**src/rtl/mdu_pkg.sv**
```systemverilog
`default_nettype none
// ============================================================================
// Module      : mdu_pkg
// Description : Shared encodings for the MDU issue controller: SPECIAL opcode,
//               MDU funct codes, MDU request op codes and the issue FSM state.
// Revision    : 1.0 - initial release
// ============================================================================
package mdu_pkg;

    localparam logic [5:0] OPC_SPECIAL = 6'b000000;

    localparam logic [5:0] FN_MFHI  = 6'b010000;
    localparam logic [5:0] FN_MTHI  = 6'b010001;
    localparam logic [5:0] FN_MFLO  = 6'b010010;
    localparam logic [5:0] FN_MTLO  = 6'b010011;
    localparam logic [5:0] FN_MULT  = 6'b011000;
    localparam logic [5:0] FN_MULTU = 6'b011001;
    localparam logic [5:0] FN_DIV   = 6'b011010;
    localparam logic [5:0] FN_DIVU  = 6'b011011;

    // Op code presented on the MDU request port
    typedef enum logic [2:0] {
        MDU_NONE  = 3'd0,
        MDU_MULT  = 3'd1,
        MDU_MULTU = 3'd2,
        MDU_DIV   = 3'd3,
        MDU_DIVU  = 3'd4,
        MDU_MTHI  = 3'd5,
        MDU_MTLO  = 3'd6
    } mdu_op_e;

    // Issue/handshake tracking state
    typedef enum logic [1:0] {
        ST_IDLE  = 2'd0,
        ST_ISSUE = 2'd1,
        ST_WAIT  = 2'd2,
        ST_BUSY  = 2'd3
    } mdu_state_e;

endpackage
`default_nettype wire

```
**src/rtl/mdu_decode.sv**
```systemverilog
`default_nettype none
// ============================================================================
// Module      : mdu_decode
// Description : Combinational classifier for MDU-class instructions.
//               is_md : mult/multu/div/divu (long-running, busy handshake)
//               is_mt : mthi/mtlo (single-cycle write to HI/LO)
//               is_mf : mfhi/mflo (read HI/LO, never issued to the MDU)
// Revision    : 1.0 - initial release
// ============================================================================
module mdu_decode
    import mdu_pkg::*;
(
    input  logic [31:0] i_instr,
    output logic        o_is_md,
    output logic        o_is_mt,
    output logic        o_is_mf,
    output mdu_op_e     o_op
);

    // Only opcode and funct fields take part in classification
    logic w_unused_fields;
    assign w_unused_fields = ^i_instr[25:6];

    // Classify SPECIAL-opcode instructions by funct
    always_comb begin
        o_is_md = 1'b0;
        o_is_mt = 1'b0;
        o_is_mf = 1'b0;
        o_op    = MDU_NONE;
        if (i_instr[31:26] == OPC_SPECIAL) begin
            case (i_instr[5:0])
                FN_MULT:  begin o_is_md = 1'b1; o_op = MDU_MULT;  end
                FN_MULTU: begin o_is_md = 1'b1; o_op = MDU_MULTU; end
                FN_DIV:   begin o_is_md = 1'b1; o_op = MDU_DIV;   end
                FN_DIVU:  begin o_is_md = 1'b1; o_op = MDU_DIVU;  end
                FN_MTHI:  begin o_is_mt = 1'b1; o_op = MDU_MTHI;  end
                FN_MTLO:  begin o_is_mt = 1'b1; o_op = MDU_MTLO;  end
                FN_MFHI,
                FN_MFLO:  o_is_mf = 1'b1;
                default:  ;
            endcase
        end
    end

endmodule
`default_nettype wire

```
**src/rtl/mdu_issue_ctrl.sv**
```systemverilog
`default_nettype none
// ============================================================================
// Module      : mdu_issue_ctrl
// Description : Pipeline-side MDU initiator. Issues one registered request per
//               E-stage MDU op, tracks the MDU busy handshake to completion and
//               stalls D while any later MDU-class instruction would collide.
//               Optional feature macro: MDU_ISSUE_TIMEOUT_EN (WAIT-state
//               acknowledge timeout of ACK_TIMEOUT cycles, flags mdu_err).
// Revision    : 1.0 - initial release
// ============================================================================
module mdu_issue_ctrl
    import mdu_pkg::*;
#(
    parameter int ACK_TIMEOUT = 4,
    parameter int OP_W        = 4
) (
    input  logic            clk,
    input  logic            rst_n,
    input  logic [31:0]     i_instr_d,
    input  logic [31:0]     i_instr_e,
    input  logic            i_e_valid,
    input  logic [31:0]     i_rs_e,
    input  logic [31:0]     i_rt_e,
    input  logic            i_mdu_busy,
    output logic            o_mdu_req,
    output logic [OP_W-1:0] o_mdu_op,
    output logic [31:0]     o_mdu_a,
    output logic [31:0]     o_mdu_b,
    output logic            o_stall_d,
    output logic            o_mdu_err
);

    logic       w_d_is_md;
    logic       w_d_is_mt;
    logic       w_d_is_mf;
    mdu_op_e    w_d_op;
    logic       w_e_is_md;
    logic       w_e_is_mt;
    logic       w_e_is_mf;
    mdu_op_e    w_e_op;
    logic       w_d_class;
    logic       w_e_issue;
    logic       w_unused_dec;

    mdu_state_e      r_state;
    logic            r_req;
    logic            r_is_md;
    logic            r_err;
    logic [OP_W-1:0] r_op;
    logic [31:0]     r_a;
    logic [31:0]     r_b;

`ifdef MDU_ISSUE_TIMEOUT_EN
    localparam int              CNT_W       = (ACK_TIMEOUT > 1) ? $clog2(ACK_TIMEOUT) : 1;
    localparam logic [CNT_W-1:0] c_wait_last = CNT_W'(ACK_TIMEOUT - 1);
    logic [CNT_W-1:0] r_wait_cnt;
`else
    localparam int c_unused_ack = ACK_TIMEOUT;
`endif

    mdu_decode u_dec_d (
        .i_instr (i_instr_d),
        .o_is_md (w_d_is_md),
        .o_is_mt (w_d_is_mt),
        .o_is_mf (w_d_is_mf),
        .o_op    (w_d_op)
    );

    mdu_decode u_dec_e (
        .i_instr (i_instr_e),
        .o_is_md (w_e_is_md),
        .o_is_mt (w_e_is_mt),
        .o_is_mf (w_e_is_mf),
        .o_op    (w_e_op)
    );

    // D only needs the class; E only needs the issuable subset
    assign w_unused_dec = ^{w_d_op, w_e_is_mf};

    assign w_d_class = w_d_is_md | w_d_is_mt | w_d_is_mf;
    assign w_e_issue = i_e_valid & (w_e_is_md | w_e_is_mt);

    // Hold any MDU-class instruction in D while an op is outstanding or issuing now
    assign o_stall_d = w_d_class & ((r_state != ST_IDLE) | w_e_issue);

    // Issue FSM with registered request, operands and sticky error
    always_ff @(posedge clk or negedge rst_n) begin
        if (!rst_n) begin
            r_state    <= ST_IDLE;
            r_req      <= 1'b0;
            r_is_md    <= 1'b0;
            r_err      <= 1'b0;
            r_op       <= '0;
            r_a        <= '0;
            r_b        <= '0;
`ifdef MDU_ISSUE_TIMEOUT_EN
            r_wait_cnt <= '0;
`endif
        end else begin
            r_req <= 1'b0;
            case (r_state)
                ST_IDLE: begin
                    if (w_e_issue) begin
                        r_op    <= OP_W'(w_e_op);
                        r_is_md <= w_e_is_md;
                        r_a     <= i_rs_e;
                        r_b     <= i_rt_e;
                        r_req   <= 1'b1;
                        r_state <= ST_ISSUE;
                    end
                end
                ST_ISSUE: begin
                    // mthi/mtlo complete at the MDU's sampling edge, no handshake
                    r_state <= r_is_md ? ST_WAIT : ST_IDLE;
`ifdef MDU_ISSUE_TIMEOUT_EN
                    r_wait_cnt <= '0;
`endif
                end
                ST_WAIT: begin
                    if (i_mdu_busy) begin
                        r_state <= ST_BUSY;
                    end
`ifdef MDU_ISSUE_TIMEOUT_EN
                    else if (r_wait_cnt == c_wait_last) begin
                        r_err   <= 1'b1;
                        r_state <= ST_IDLE;
                    end else begin
                        r_wait_cnt <= r_wait_cnt + 1'b1;
                    end
`endif
                end
                ST_BUSY: begin
                    if (!i_mdu_busy) begin
                        r_state <= ST_IDLE;
                    end
                end
                default: r_state <= ST_IDLE;
            endcase
            // An op reaching E while another is outstanding is dropped
            if (w_e_issue && (r_state != ST_IDLE)) begin
                r_err <= 1'b1;
            end
        end
    end

    assign o_mdu_req = r_req;
    assign o_mdu_op  = r_op;
    assign o_mdu_a   = r_a;
    assign o_mdu_b   = r_b;
    assign o_mdu_err = r_err;

endmodule
`default_nettype wire

```
**config.mk**
```make
export PLATFORM = sky130hd
export DESIGN_NAME = mdu_issue_ctrl
export DESIGN_NICKNAME = d
export VERILOG_FILES = /design/src/rtl/mdu_pkg.sv /design/src/rtl/mdu_decode.sv /design/src/rtl/mdu_issue_ctrl.sv
export SDC_FILE = /design/constraint.sdc
export NUM_CORES = 1
export LEC_CHECK = 0
export ABC_AREA = 0
export CORE_UTILIZATION = 38
export DETAILED_ROUTE_END_ITERATION = 6
export PLACE_DENSITY = 0.86
export SKIP_CTS_REPAIR_TIMING = 1
export SYNTH_ARGS = -nofsm -noshare
export SYNTH_HDL_FRONTEND = slang
export SYNTH_SLANG_ARGS = --single-unit
```
**constraint.sdc**
```tcl
create_clock -name clk -period 2.45 [get_ports clk]
set_input_delay 0.6125 -clock clk [delete_from_list [all_inputs] [get_ports clk]]
set_output_delay 0.6125 -clock clk [all_outputs]
set_load 0.02 [all_outputs]
```
==> qor.txt <==
Status - completed
RSZ-0062 raised after global routing - false
Share of layout cells above drive strength 1 - 28.1%
FFs w/ async S/R, synth - 100%
Number of fill cells in the layout - 565
Final period util - 98.0%
Worst path arrival time - 1790 ps
Critical path endpoint category - output port
Final ANT Viol Nets - 0
DIE AREA - 0.00795 sq mm
Via density - 4.63
Number of synthesized flops with an enable pin - 0
Syn nets - 313
Yosys warnings - 0
Vias in the first global route - 2150
Synth Flop Type - dfrtp_1
Post-DP HPWL - 5260 um
Overall Power - 2.48 mW
WP data required - 1840 ps
Design area - 0.00488 sq mm
Storage cell area - 0.00180 sq mm
Post-route setup slack - 49.9 ps
Global-route wire length before repair - 10300 um
DRC Markers - 0
Most frequent cell after synthesis - dfrtp_1
CTS buffer count - 9
Hold Crit Class - in -> async
GRT Util Overall - 17.5%
Setup Skew - 6.36 ps
Mapped Area - 0.00289 sq mm
Startpoint types - primary input
Largest net degree at the start of global routing - 37
Leakage - 2.28 nW
Vias - 2124
Reg-to-Reg End - o_mdu_b[23]$_DFFE_PN0P_
CP Max Fanout - 1
CTS tree - built
Pre-CTS WS - -602 ps
Area delta synth->final - 69.1%
Max Clock Freq - 417 MHz
Placed cell area - 0.00462 sq mm
Initial core utilization - 39.6%
Gr ovfl total - 0
Die width - 89.1 um
Clk_lat worst skew - 330 ps
Core region area - 0.00729 sq mm
Final wirelength - 6940 um
Post-synth top cells - dfrtp_1, mux2_2, buf_4, mux2_4, inv_1
Post-Route Utilization - 66.9%
Row count - 31
Maximum buffer depth of the clock tree - 2
Synth cell types - 30
Routability cong. - 0.743
Nets@finish - 488
FF-to-FF path depth - 4
Placed cell count - 443
Final setup viols - 0
Final hold vios - 0
Synthesized area per cell - 15.9 sq um
Setup CP Type - in -> out
Post-synth top area share - 62.4%
Setup TNS Final - 0 ps
# port buffers - 158
Layout Cells excl Fill - 459
Total of max-cap violations - 0
Antenna violations before repair - 0
DR WL/cell - 15.1 um
Leading post-synthesis cells by cell area - dfrtp_1, mux2_2, mux2_4, buf_4, buf_12
Clock root cell - clkbuf_8
H-tree lvl count - 3
Tmin final - 2400 ps
Hold WS - 321 ps
Setup crit start - i_instr_d[26]
Post-synthesis sequential area ratio - 62.4%
Ports - 203
Reg-to-reg slack, setup - 640 ps
Cell taking the most area after synthesis - dfrtp_1
Gate Count Post-Synth - 181
DIE HEIGHT - 89.1 um
Synthesis-stage register bit count - 72
Maximum VDD drop - 306 uV
Clock slew at reported path FFs - 70 ps
Iter 0 DRT Violations - 33
Clock sinks - 72
Slew Viols, Final - 0
Multi-input gate area - 998 sq um
Antenna cells - 0
Pwr dens - 508 mW/mm^2
TritonRoute pass-1 iters - 4
==> placed cells by master, fill, tap and decap left out, types with 2 or more instances in the layout <==
| master | n |
|---|---|
| dfrtp_1 | 72 |
| buf_12 | 2 |
| nor4_4 | 2 |
| mux2_4 | 6 |
| inv_1 | 5 |
| mux2_2 | 59 |
| nor2_1 | 2 |
| mux2i_1 | 3 |
| buf_4 | 14 |
| clkbuf_8 | 9 |
| dlymetal6s2s_1 | 6 |
| bufinv_16 | 2 |
| clkinv_4 | 2 |
| a21oi_1 | 2 |
| clkdlybuf4s50_1 | 150 |
| a21o_1 | 2 |
==> cells by family after synthesis <==
logic type      Yosys count  share of synthesized area, %
other cells               1                         0.130
buf+inv                  14                          3.99
simple gates             16                          3.90
flops                    72                          62.4
xor+xnor                  1                         0.304
mux                      68                          27.2
compound gates            9                          2.04
==> per-layer routing <==
layer	part of all wire, %	GRT usage (%)	vias to the layer above
met1	38	20.1	1016
met3	9.6	7.02	15
met2	51	29.8	106
li1	-	-	987
met5	0	0	-
met4	1.6	5.63	0
==> worst max-delay path: stages <==
cell and delay [ps]:
clkdlybuf4s50_1 430, nor3_2 210, buf_4 140, nand4b_1 90
a21oi_1 140, buf_4 160
==> report_power, final <==
| part | total, mW | switching (mW) | internal (mW) |
|---|---|---|---|
| Sequential | 1.23 | 0.0197 | 1.21 |
| Clock | 0.985 | 0.416 | 0.570 |
| Combinational | 0.261 | 0.0881 | 0.173 |
| Total | 2.48 | 0.523 | 1.95 |
==> layout make-up <==
type                       count  area share (%)
sequential                    72            36.9
timing repair buffer         173            35.4
multi-input combinational     95            20.5
clock buffer                  10            2.62
tap                           99            2.54
clock inverter                 5            1.69
inverter                       5           0.385
==> sequential cells by signal, indices dropped and copies added (netlist names), named ones only <==
| signal | count |
|---|---|
| o_mdu_a | 32 |
| o_mdu_b | 32 |
| o_mdu_err | 1 |
| o_mdu_op | 3 |
| o_mdu_req | 1 |
| r_is_md | 1 |
| r_state | 1 |
==> worst max-delay path by stage <==
stage	end
3_5_place_dp	o_stall_d
2_1_floorplan	o_stall_d
3_3_place_gp	o_stall_d
4_1_cts	o_stall_d
6_report	o_stall_d
5_1_grt	o_stall_d
Power figures use the tool's default switching activity.
